===== config.mk =====
export PLATFORM = sky130hd
export DESIGN_NAME = vga_sync_color_gen
export DESIGN_NICKNAME = d
export VERILOG_FILES = /design/src/rtl/vga_sync_color_gen.sv
export SDC_FILE = /design/constraint.sdc
export NUM_CORES = 1
export LEC_CHECK = 0
export ABC_AREA = 1
export CORE_UTILIZATION = 50
export DETAILED_ROUTE_END_ITERATION = 8
export PLACE_DENSITY = 0.79
export SLEW_MARGIN = 20
export SYNTH_ARGS = -nofsm -noshare
export SYNTH_HDL_FRONTEND = slang
export SYNTH_SLANG_ARGS = --single-unit
export TNS_END_PERCENT = 20

===== constraint.sdc =====
create_clock -name reloj -period 1.6 [get_ports reloj]
set_clock_uncertainty 0.1 [all_clocks]
set_input_delay 0.4 -clock reloj [delete_from_list [all_inputs] [get_ports reloj]]
set_output_delay 0.4 -clock reloj [all_outputs]
set_load 0.005 [all_outputs]

===== src/rtl/vga_sync_color_gen.sv =====
// vga_sync_color_gen
//   Parametrised VGA timing and colour generator. A mod-DIV divider produces
//   the pixel strobe, which advances the horizontal/vertical counters. The
//   sync, active-video and colour outputs are registered on that strobe from
//   the decode of the current position, so they trail qh/qv by one pixel.
//   Three push-buttons are synchronised and debounced, and each accepted
//   press toggles its colour channel enable.
//
// Ports
//   reloj                    system clock
//   resetM                   asynchronous active-low reset
//   boton_r/g/b              raw active-high push-buttons
//   bit_fuente               font/mosaic bit for the current qh/qv
//   qh, qv                   pixel / line counters
//   pixel_tick               one-cycle strobe every DIV cycles
//   frame_start              strobe on the tick that wraps to (0,0)
//   h_sync, v_sync           registered syncs, asserted level SYNC_POL
//   video_on                 registered active-video flag
//   r, g, b                  registered colour channels
module vga_sync_color_gen #(
  parameter int H_ACTIVE   = 640,
  parameter int H_FP       = 16,
  parameter int H_SYNC     = 96,
  parameter int H_BP       = 48,
  parameter int V_ACTIVE   = 480,
  parameter int V_FP       = 10,
  parameter int V_SYNC     = 2,
  parameter int V_BP       = 33,
  parameter bit SYNC_POL   = 1'b0,
  parameter int DIV        = 4,
  parameter int COLOR_W    = 4,
  parameter int CNT_W      = 10,
  parameter int DEB_CYCLES = 1000000
) (
  input  logic               reloj,
  input  logic               resetM,
  input  logic               boton_r,
  input  logic               boton_g,
  input  logic               boton_b,
  input  logic               bit_fuente,
  output logic [CNT_W-1:0]   qh,
  output logic [CNT_W-1:0]   qv,
  output logic               pixel_tick,
  output logic               frame_start,
  output logic               h_sync,
  output logic               v_sync,
  output logic               video_on,
  output logic [COLOR_W-1:0] r,
  output logic [COLOR_W-1:0] g,
  output logic [COLOR_W-1:0] b
);

  localparam int H_TOTAL  = H_ACTIVE + H_FP + H_SYNC + H_BP;
  localparam int V_TOTAL  = V_ACTIVE + V_FP + V_SYNC + V_BP;
  localparam int HS_START = H_ACTIVE + H_FP;
  localparam int HS_END   = HS_START + H_SYNC;
  localparam int VS_START = V_ACTIVE + V_FP;
  localparam int VS_END   = VS_START + V_SYNC;
  localparam int DIV_W    = (DIV > 1) ? $clog2(DIV) : 1;
  localparam int DEB_W    = $clog2(DEB_CYCLES + 1);

  localparam logic [DIV_W-1:0] DIV_LAST = DIV_W'(DIV - 1);
  localparam logic [CNT_W-1:0] H_LAST   = CNT_W'(H_TOTAL - 1);
  localparam logic [CNT_W-1:0] V_LAST   = CNT_W'(V_TOTAL - 1);
  localparam logic [DEB_W-1:0] DEB_LAST = DEB_W'(DEB_CYCLES - 1);

  // Window test done in int so an end bound equal to the total still fits.
  function automatic logic in_window(input logic [CNT_W-1:0] pos, input int lo, input int hi);
    return (int'(pos) >= lo) && (int'(pos) < hi);
  endfunction

  function automatic logic sync_level(input logic active);
    return active ? SYNC_POL : ~SYNC_POL;
  endfunction

  function automatic logic [COLOR_W-1:0] channel_fill(input logic on);
    return {COLOR_W{on}};
  endfunction

  logic [DIV_W-1:0] div_cnt;
  logic             h_last;
  logic             v_last;
  logic             hs_d;
  logic             vs_d;
  logic             von_d;
  logic             lit_d;

  logic [2:0]       btn_raw;
  logic [2:0]       btn_meta;
  logic [2:0]       btn_sync;
  logic [2:0]       btn_acc;
  logic [2:0]       en;
  logic [DEB_W-1:0] deb_cnt [3];

  // Gated by resetM so the strobe is low while reset is held, even at DIV=1.
  assign pixel_tick  = resetM && (div_cnt == DIV_LAST);
  assign h_last      = (qh == H_LAST);
  assign v_last      = (qv == V_LAST);
  assign frame_start = pixel_tick && h_last && v_last;

  assign hs_d  = in_window(qh, HS_START, HS_END);
  assign vs_d  = in_window(qv, VS_START, VS_END);
  assign von_d = in_window(qh, 0, H_ACTIVE) && in_window(qv, 0, V_ACTIVE);
  assign lit_d = von_d && bit_fuente;

  assign btn_raw = {boton_b, boton_g, boton_r};

  // Stage p0: pixel divider and position counters
  always_ff @(posedge reloj or negedge resetM) begin
    if (!resetM) begin
      div_cnt <= '0;
      qh      <= '0;
      qv      <= '0;
    end else begin
      if (div_cnt == DIV_LAST) begin
        div_cnt <= '0;
      end else begin
        div_cnt <= div_cnt + 1'b1;
      end
      if (pixel_tick) begin
        if (h_last) begin
          qh <= '0;
          qv <= v_last ? '0 : qv + 1'b1;
        end else begin
          qh <= qh + 1'b1;
        end
      end
    end
  end

  // Stage p1: outputs registered from the pre-advance decode
  always_ff @(posedge reloj or negedge resetM) begin
    if (!resetM) begin
      h_sync   <= ~SYNC_POL;
      v_sync   <= ~SYNC_POL;
      video_on <= 1'b0;
      r        <= '0;
      g        <= '0;
      b        <= '0;
    end else if (pixel_tick) begin
      h_sync   <= sync_level(hs_d);
      v_sync   <= sync_level(vs_d);
      video_on <= von_d;
      r        <= channel_fill(lit_d && en[0]);
      g        <= channel_fill(lit_d && en[1]);
      b        <= channel_fill(lit_d && en[2]);
    end
  end

  // Button path: two-flop synchroniser, then a per-channel mismatch counter.
  // The accepted level flips after DEB_CYCLES consecutive mismatches; only
  // a flip to 1 toggles the channel enable.
  always_ff @(posedge reloj or negedge resetM) begin
    if (!resetM) begin
      btn_meta <= '0;
      btn_sync <= '0;
      btn_acc  <= '0;
      en       <= 3'b111;
      for (int i = 0; i < 3; i++) begin
        deb_cnt[i] <= '0;
      end
    end else begin
      btn_meta <= btn_raw;
      btn_sync <= btn_meta;
      for (int i = 0; i < 3; i++) begin
        if (btn_sync[i] != btn_acc[i]) begin
          if (deb_cnt[i] == DEB_LAST) begin
            btn_acc[i] <= btn_sync[i];
            deb_cnt[i] <= '0;
            if (btn_sync[i]) begin
              en[i] <= ~en[i];
            end
          end else begin
            deb_cnt[i] <= deb_cnt[i] + 1'b1;
          end
        end else begin
          deb_cnt[i] <= '0;
        end
      end
    end
  end

endmodule


# After elaboration in Yosys (flattened, before gate mapping)
# Cells that the tools add are included.
dict set report classes {
  n_lt_le_gt_ge 6
  n_addsub 6
  n_mux 11
  n_eq_ne 9
  n_reduce_logical 17
  bitwise 3
}
# operator count
set ops {}
lappend ops {{$mux 20} 6}
lappend ops {{$add 20x1->20 const B} 3}
lappend ops {{$eq 20x20->1 const B} 3}
lappend ops {{$add 10x1->10 const B} 2}
lappend ops {{$eq 10x10->1 const B} 2}
lappend ops {{$lt 10x10->1 const B} 2}
lappend ops {{$lt 10x9->1 const B} 2}
lappend ops {{$mux 10} 2}
lappend ops {{$ge 10x10->1 const B} 1}
lappend ops {{$ge 10x9->1 const B} 1}
lappend ops {{$logic_and 1x1->1} 10}
lappend ops {{$reduce_and 3->1} 3}
lappend ops {{$reduce_and 2->1} 4}
lappend ops {{$ne 1x1->1} 3}
lappend ops {{$not 1->1} 3}
lappend ops {{$add 2x1->2 const B} 1}
lappend ops {{$eq 2x2->1 const B} 1}
lappend ops {{$mux 1} 2}
lappend ops {{$mux 2} 1}
dict set report word_totals {
  word_cells 72
  out_inout_bits 37
  regBits 100
  in_bits 6
}

# Depth between registers and ports, before layout
# Gate-level depths: netlist (run 1).
dict set report logic_depth {
  ltp_word 4
  depth_mapped 9
}

# Least setup slack after synthesis (run 1)
# OpenSTA, ideal clock, no wires.
dict set report synth_path {
  path_kind {register -> output}
  start {register qv[0]}
  end {output port frame_start}
  slack_ns -0.141
  stages_incl_launch_ff 7
  arrival_ns 1.241
  cell_sequence {dfrtp_1 -> inv_1 -> ha_1 -> nand2_1 -> nor3_1 -> nand3_1 -> nor4_1}
}
dict set report synth_between {
  elab_chain_len 2
}
# element line_no
set synth_rtl {}
lappend synth_rtl {{from (decl)} 42} ;# output logic [CNT_W-1:0] qv,
lappend synth_rtl {{from (signal assigned)} 123} ;# qv <= v_last ? '0 : qv + 1'b1;
lappend synth_rtl {{$eq 10x10->1} 98} ;# assign v_last = (qv == V_LAST);
lappend synth_rtl {{$logic_and 1x1->1} 99} ;# assign frame_start = pixel_tick && h_last && v_last;
lappend synth_rtl {{to (decl)} 44} ;# output logic frame_start,
# Every way passes these cells.

# Worst setup path after layout (run 1)
dict set report layout_path {
  start {register qv[1]}
  end {output port frame_start}
}
# The elaborated chain is that of the path after synthesis.

==> results of run 1 <==
[repair_timing]
action                                  CTS  global route
endpoints found under the hold margin     0             0
setup buffers                            15             4
hold buffers                              0             0
gates resized for setup                 116           102
pin swaps                                 5            21
endpoints found under the setup margin   65            94
[stage by stage]
| step | total power, mW | util (%) | hold WS (ns) | setup TNS, ns | worst slack (ns) |
|---|---|---|---|---|---|
| detailed placement | 3.22 | 60.7 | 0.236 | -1.94 | -0.602 |
| global route | 5.30 | 67.5 | 0.0971 | -3.04 | -0.704 |
| CTS | 5.12 | 65.0 | 0.0642 | -1.67 | -0.651 |
| finish | 5.10 | 67.5 | 0.0492 | -1.35 | -0.594 |
| global placement | 3.20 | 60.7 | 0.233 | -1.17 | -0.503 |
| floorplan | 2.89 | - | 0.00441 | -0.0987 | -0.0987 |
[layout by cell type (no fill, tap or decap), drive strengths merged, types with 4 or more instances in the layout]
cell             n
o21ai           17
clkdlybuf4s50    4
ha              12
a21oi            8
inv             69
xnor2           10
nand4           17
dfrtp           95
nand3b           4
nor3            19
buf             87
nand3           42
clkdlybuf4s15   11
xor2            28
dfstp            5
clkbuf          23
nor2           167
nand2          170
[flip-flops by register name, summed over array words and instances, names as in the netlist, 2 cells and up]
register and flops:
btn_sync 3, qh 10, en 3, deb_cnt 60, div_cnt 2, btn_meta 3
qv 10, btn_acc 3
[layout make-up]
cell class,instances,area share (%)
clock buffer,10,1.83
inverter,69,3.75
multi-input combinational,507,40.1
tap,136,2.44
sequential,100,36.0
timing repair buffer,118,14.2
clock inverter,6,1.62
[worst max-delay path, cell delays in order (launching register included)]
cell	delay, ns
dfrtp_1	0.41
inv_2	0.09
ha_4	0.14
nand2_4	0.05
nor3_4	0.19
nand3_2	0.14
nor4_4	0.16
buf_2	0.15
[worst min-delay path by stage]
stage	startpoint	endpoint	slack, ns	cells after the start
finish	resetM	deb_cnt[57]$_DFF_PN0_	0.05	3
global route	resetM	deb_cnt[57]$_DFF_PN0_	0.1	3
detailed placement	btn_meta[2]$_DFF_PN0_	btn_sync[2]$_DFF_PN0_	0.24	0
floorplan	resetM	b[0]$_DFFE_PN0N_	0.004	0
global placement	btn_meta[2]$_DFF_PN0_	btn_sync[2]$_DFF_PN0_	0.23	0
CTS	resetM	deb_cnt[57]$_DFF_PN0_	0.06	3
[kinds of logic after synthesis]
| logic type | after synthesis |
|---|---|
| AND/OR/NAND/NOR | 426 |
| flip-flops | 100 |
| buffers and inverters | 85 |
| XOR/XNOR | 38 |
| AO/OA/AOI/OAI | 31 |
| adder cells (fa/ha/maj) | 12 |
[metal layers]
layer  up-vias  wire [um]
li1       2403          -
met4         0        197
met2       134       6560
met3        19        608
met1      2335       5400
met5         -          0
[power breakdown]
part	leakage [nW]	internal, mW	switching [mW]	total, mW
clock network	0.120	1.04	0.871	1.91
registers	1.32	2.60	0.0581	2.66
logic	1.77	0.244	0.284	0.528
total	3.21	3.89	1.21	5.10
==> metrics, run 1 <==
final hold violation count 0; Post-Layout Cell Count 946; CP Class register to output port; Skew-Pair Late Insertion Delay 0.37 ns; placed cells 912; met1 Use GR 29.4%; mapped cell area 5340 um2; antenna violations before repair 1; post-place instance area 6270 um2; Sequential Area 2510 um2; GRT Total Usage 23.0%; CTS Buffer Depth 2; PnR worst setup slack -0.594 ns; multi-input logic area 2790 um2; Rows 37; Initial Util 51.8%; fraction of the mapped netlist area in adder cells 2.81%; boundary pin count 43; compound-gate portion of the synthesized area 3.32%; met3 Track Usage GR 3.59%; GRT met2 Usage 39.4%; Power Density 732 nW/um2; Startpoint Class register; FF-to-FF Start qh[7]$_DFFE_PN0N_; Iter 0 DRT Violations 236; max cap viols 0; full die area 11,100 um2; hold crit path type primary input to async pin; CTS tree built; worst reg2reg path depth 7; post-synth top area share 44.5%; FILL cells 761; Period Utilization, post-route 137%; syn_area_per_cell 7.72 um2; Final setup viols 15; grt ovf 0; clk root buf clkbuf_8; Critical Path RT 1.10 ns; # diodes 0; final wirelength 12.8 mm; RSZ-0062 raised after global routing yes; die outline width 105 um; DRC violations left 0; post-route cell area 6970 um2; Setup crit start qv[1]$_DFFE_PN0P_; Synth top cells by count 165 x nand2_1, 160 x nor2_1, 95 x dfrtp_1, 64 x inv_1, 41 x nand3_1; leakage power 3.21 nW; Detail Placement HPWL 8.47 mm; pin count of the biggest net entering global routing 74; drt first pass iters 4; largest family of logic cells by synthesized area simple AND/OR/NAND/NOR gates; Synth area leaders dfrtp_1 44%, nand2_1 12%, nor2_1 11%; first-pass GRT wire length 20.6 mm; Post-Synth Simple-Gate Area 33.9%; Core Footprint 10,300 um2; crit-path max FO 2; Async SR Flop Fraction 100%; relative slew slack 40.5%; status complete, but fails checks; Synth Area in XOR/XNOR 6.23%; ys flop type dfrtp_1; Slew Viols, Final 0; vias in the first global route 4,664; antenna-violating nets left 0; Worst R2R Setup Slack -0.11 ns; post-synth top area cell dfrtp_1; global route hottest layer met2; share of layout cells above drive strength 1 24.8%; Max Clock Freq 0.456 GHz; mux contribution to synthesized area 0%; FF-to-FF End qv[6]$_DFFE_PN0P_; die height 105 um; Worst-path clk slew 0.11 ns; routed length per instance 13.5 um; Cell variety after synth 34; Crit. End Element output port; via count 4,891; routability-driven placement congestion ratio 0.885; crit path to frame_start; most common cell in the netlist nand2_1; H-tree depth 3; crit path DAT 1.69 ns; Layout area overhead 30.5%; Inserted Clock Buffers 9; Slew @ Worst Pin 0.893 ns; Yosys reg bits 100; # nets final 823; IO buf count 42; min Tclk post-route 2.19 ns; register area share after synthesis 46.9%; TritonCTS Sinks 100; failing checks negative setup slack; Post-synth EDFFs 0; Synthesis Warnings 0; syn nets 710; Syn Inst Count 692; Peak VDD IR 0.000388 V; Via density 5.17
(Power assumes the default switching activity.)
==> run 2: changes to the inputs <==
--- a/config.mk
+++ b/config.mk
@@ -6,9 +6,9 @@
 export NUM_CORES = 1
 export LEC_CHECK = 0
 export ABC_AREA = 1
-export CORE_UTILIZATION = 50
+export CORE_UTILIZATION = 40
 export DETAILED_ROUTE_END_ITERATION = 8
-export PLACE_DENSITY = 0.79
+export PLACE_DENSITY = 0.67
 export SLEW_MARGIN = 20
 export SYNTH_ARGS = -nofsm -noshare
 export SYNTH_HDL_FRONTEND = slang
==> metrics, run 2 (synthesis results as in run 1) <==
Final setup viols 6; min Tclk post-route 2.06 ns; status complete, but fails checks; drt first pass iters 5; total power 5.42 mW; Iter 0 DRT Violations 273; CP Class register to output port; max FFs per register 60; slowest CP cell dfrtp_1; CTS tree built; internal power 4.17 mW; Largest regs deb_cnt: 60 flops, qh: 10 flops, qv: 10 flops; Clk pwr share 40.4%; Detail Placement HPWL 8.68 mm; Period Utilization, post-route 129%; Largest Register deb_cnt; worst slack, placed -0.586 ns; H-tree depth 3; Inserted Clock Buffers 9; Initial Util 41.7%; antenna violations before repair 0; boundary pin count 43; routed length per instance 12.3 um; Layout area overhead 31.9%; die height 118 um; hold_ws 0.0684 ns; DRC violations left 0; final wirelength 12.1 mm; antenna-violating nets left 0; # diodes 0; full die area 13,800 um2; GRT Total Usage 17.8%; pin count of the biggest net entering global routing 46; TritonCTS Sinks 100; Skew-Pair Late Insertion Delay 0.35 ns; Critical Path RT 1.10 ns; RSZ-0062 raised after global routing yes; Max Clock Freq 0.486 GHz; Sw Pwr 1.26 mW; crit path DAT 1.56 ns; Startpoint Class register; Switching Share 23.2%; PnR worst setup slack -0.459 ns; Max stage delay on crit path 0.39 ns; # nets final 823; Rows 41; via count 4,690; relative slew slack 61.3%; commonest cells after routing, fill and taps aside 155 x nand2_1, 146 x nor2_1, 92 x dfrtp_1; IO buf count 42; Slew @ Worst Pin 0.581 ns; max cap viols 0; first-pass GRT wire length 20.2 mm; failing checks negative setup slack; hold crit path type primary input to async pin; share of layout cells above drive strength 1 22.7%; die outline width 118 um; clk root buf clkbuf_16; grt ovf 0; commonest non-fill, non-tap cell in the layout nand2_1; Worst-path clk slew 0.07 ns; Crit path buffers/inverters 2; fraction of power consumed by sequential logic 49.0%; leakage power 3.28 nW; vias in the first global route 4,421; CTS Buffer Depth 2; logic gate share of total power 10.6%; Crit. End Element output port; Peak VDD IR 0.000548 V; final hold violation count 0; Slew Viols, Final 0; Via density 4.78; Power Density 770 nW/um2; crit-path max FO 2; Core Footprint 12,800 um2; worst path cell trace inv_2 -> ha_4 -> nand2_2 -> nor3_2 -> nand3_1 -> nor4_2 -> buf_2; Crit path max-delay family simple AND/OR/NAND/NOR gates; routability-driven placement congestion ratio 0.883
==> run 2: cell types whose count changed in the layout (fill, tap and decap cells not counted), moves of 3 or more <==
cell,change
clkbuf_8,-7
nor2_2,-5
nand3_2,+4
clkbuf_2,-5
nor2_1,+6
inv_2,-3
clkbuf_16,+9
dlygate4sd2_1,+10
clkdlybuf4s15_1,-3
==> run 2: area by class of cell <==
cell class | count | area, um2
Clock buffer | 13 | 260
Multi-Input combinational cell | 507 | 2740
Fill cell | 1136 | 5780
Inverter | 69 | 264
Sequential cell | 100 | 2510
Clock inverter | 2 | 35.0
Tap cell | 172 | 215
Timing Repair Buffer | 118 | 1020
==> run 2: power by group through the flow <==
stage	Sequential (mW)	Combinational, mW	Clock (mW)
after floorplan	2.72	0.164	0
after global routing	2.67	0.645	2.35
final	2.66	0.575	2.19
after CTS	2.65	0.576	2.24
after detailed placement	2.69	0.537	0
after global placement	2.69	0.519	0
==> run 2: timing repair <==
item / in CTS / in global routing
gates cloned: 0 / 0
setup buffers: 13 / 10
setup endpoints to repair: 64 / 85
hold buffers: 0 / 0
pin swaps: 7 / 20
resized for setup: 98 / 88
==> run 2: worst paths after layout <==
check                                            from                     to  slack (ns)  depth (start not counted)
worst max-delay path                qv[0]$_DFFE_PN0P_            frame_start       -0.46                          7
worst min-delay path                           resetM  deb_cnt[56]$_DFF_PN0_        0.07                          2
worst max register to register   div_cnt[0]$_DFF_PN0_      qh[5]$_DFFE_PN0N_       -0.01                          9
worst min register to register  btn_meta[2]$_DFF_PN0_  btn_sync[2]$_DFF_PN0_        0.25                          0
min in group reloj              btn_meta[2]$_DFF_PN0_  btn_sync[2]$_DFF_PN0_        0.25                          0
max in group asynchronous                      resetM      en[2]$_DFFE_PN1P_        0.46                          3
==> run 2: worst reg2reg max path, stage by stage (launching register included) <==
cell and delay, ns:
dfrtp_1 0.39, ha_4 0.16, nand2_4 0.06, buf_6 0.13
inv_4 0.05, buf_6 0.10, nand4_1 0.21, buf_4 0.22
nand2_1 0.06, nor2_1 0.04
==> run 2: layer usage <==
metal	global-route usage, %	vias up	wire [um]
met3	4.02	11	398
met5	0	-	0
met2	29.5	72	5860
met4	4.81	0	136
li1	-	2394	-
met1	23.4	2213	5700
==> run 2: per-stage QoR <==
step | std cells | util (%) | area [um2] | TNS [ns]
after floorplan | 692 | - | 5350 | -0.0987
after global placement | 949 | 49.3 | 6320 | -1.68
after detailed placement | 949 | 49.3 | 6320 | -2.38
after CTS | 976 | 52.9 | 6780 | -1.73
after global routing | 981 | 54.9 | 7050 | -2.24
final | 981 | 54.9 | 7050 | -0.638
==> run 3: changes to the inputs <==
--- a/config.mk
+++ b/config.mk
@@ -8,7 +8,8 @@
 export ABC_AREA = 1
 export CORE_UTILIZATION = 40
 export DETAILED_ROUTE_END_ITERATION = 8
-export PLACE_DENSITY = 0.67
+export PLACE_DENSITY = 0.64
+export RECOVER_POWER = 25
 export SLEW_MARGIN = 20
 export SYNTH_ARGS = -nofsm -noshare
 export SYNTH_HDL_FRONTEND = slang
==> constraint.sdc (replaced) <==
create_clock -name reloj -period 2.2 [get_ports reloj]
set_clock_uncertainty 0.1 [all_clocks]
set_input_delay 0.55 -clock reloj [delete_from_list [all_inputs] [get_ports reloj]]
set_output_delay 0.55 -clock reloj [all_outputs]
set_load 0.005 [all_outputs]
==> metrics, run 3 (synthesis results as in run 1) <==
vias in the first global route 4,250; Largest regs deb_cnt: 60 flops, qh: 10 flops, qv: 10 flops; Final Core Density 49.9%; max cap viols 0; full die area 13,800 um2; Layout area overhead 19.7%; setup TNS -0.00831 ns; Period Utilization, post-route 100%; Rows 41; hold_ws 0.253 ns; Crit path buffers/inverters 2; commonest cells after routing, fill and taps aside 164 x nand2_1, 161 x nor2_1, 95 x dfrtp_1; Sw Pwr 0.885 mW; max FFs per register 60; H-tree depth 3; Largest Register deb_cnt; Worst-path clk slew 0.06 ns; Initial Util 41.7%; Sequential Area 2510 um2; Inserted Clock Buffers 9; Via density 4.83; Core Footprint 12,800 um2; hold depth 0; failing checks negative setup slack; drt first pass iters 6; crit path DAT 1.56 ns; # diodes 0; Hold Buf Count CTS 0; pin count of the biggest net entering global routing 66; PnR worst setup slack -0.00831 ns; grt ovf 0; fraction of power consumed by sequential logic 49.9%; Max stage delay on crit path 0.39 ns; Iter 0 DRT Violations 329; # nets final 776; hold crit path type register to register; Final setup viols 1; final hold violation count 0; antenna-violating nets left 0; routability-driven placement congestion ratio 0.883; placed cells 918; TritonCTS Sinks 100; routed length per instance 11.9 um; boundary pin count 43; leakage power 2.82 nW; Slew @ Worst Pin 0.885 ns; first-pass GRT wire length 19.3 mm; DRC violations left 0; CP Class register to output port; Skew-Pair Late Insertion Delay 0.35 ns; status complete, but fails checks; worst reg2reg path depth 8; min Tclk post-route 2.21 ns; Post-Layout Cell Count 935; antenna violations before repair 0; clk root buf clkbuf_16; share of layout cells above drive strength 1 9.83%; worst path cell trace inv_2 -> ha_4 -> nand2_2 -> nor3_2 -> nand3_2 -> nor4_2 -> buf_2; Clk pwr share 41.0%; commonest non-fill, non-tap cell in the layout nand2_1; Power Density 603 nW/um2; Critical Path RT 1.55 ns; RSZ-0062 raised after global routing yes; GRT Total Usage 17.0%; via count 4,518; IO buf count 42; Max Clock Freq 0.453 GHz; FILL cells 1,239; Slew Viols, Final 0; Switching Share 23.0%; final wirelength 11.1 mm; internal power 2.97 mW; CTS tree built; Peak VDD IR 0.000330 V; slowest CP cell dfrtp_1; logic gate share of total power 9.1%; crit-path max FO 2; relative slew slack 41.0%; total power 3.86 mW; Startpoint Class register; die outline width 118 um; Detail Placement HPWL 8.29 mm; Crit path max-delay family simple AND/OR/NAND/NOR gates; cell depth of the worst setup path 7; CTS Buffer Depth 2; Crit. End Element output port; multi-input logic area 2490 um2; die height 118 um
run 3: changes by cell type in the layout (fill, tap and decap cells not counted), sizes merged:
cell | previous run | this run
dlygate4sd2 | 12 | 1
dlymetal6s2s | 2 | 0
dlygate4sd3 | 0 | 3
clkinvlp | 0 | 1
clkdlybuf4s15 | 8 | 0
clkdlybuf4s50 | 4 | 36
buf | 84 | 28
clkinv | 1 | 0
clkbuf | 21 | 17
run 3: timing repair:
item	in CTS	in global routing
pin swaps	3	5
setup buffers	1	0
gates cloned	0	0
setup endpoints to repair	2	1
endpoints found under the hold margin	0	0
resized for setup	9	7
run 3: final timing paths:
check                                      startpoint                    end  slack [ns]
worst min register to register  btn_meta[2]$_DFF_PN0_  btn_sync[2]$_DFF_PN0_        0.25
worst max register to register   div_cnt[0]$_DFF_PN0_      qh[7]$_DFFE_PN0N_        0.21
worst min-delay path            btn_meta[2]$_DFF_PN0_  btn_sync[2]$_DFF_PN0_        0.25
max in group asynchronous                      resetM  deb_cnt[54]$_DFF_PN0_        0.36
min in group asynchronous                      resetM   div_cnt[1]$_DFF_PN0_        0.32
worst max-delay path                qv[1]$_DFFE_PN0P_            frame_start      -0.008
run 3: per-layer routing:
metal	vias up	routed length [um]	GRT usage [%]
li1	2293	-	-
met3	14	473	3.92
met5	-	0	0
met4	0	142	5.61
met2	106	5020	27.2
met1	2105	5500	22.9
run 3: through the flow:
| stage | setup slack, ns | instance area [um2] |
|---|---|---|
| CTS | -0.131 | 6390 |
| finish | -0.00831 | 6400 |
| global placement | -0.117 | 6080 |
| global route | -0.0775 | 6400 |
| floorplan | 0.309 | 5340 |
| detailed placement | -0.0923 | 6080 |
run 3: layout make-up:
type                       count  area share, %
multi-input combinational    507           39.0
timing repair buffer          71           9.80
clock buffer                  14           3.97
inverter                      69           4.05
tap                          172           3.36
clock inverter                 2          0.587
sequential                   100           39.2
run 3: power groups by stage:
stage	Sequential, mW	Combinational (mW)	Clock, mW
3_3_place_gp	1.96	0.351	0
2_1_floorplan	1.98	0.119	0
6_report	1.93	0.350	1.58
3_5_place_dp	1.96	0.357	0
5_1_grt	1.93	0.400	1.69
4_1_cts	1.93	0.359	1.62
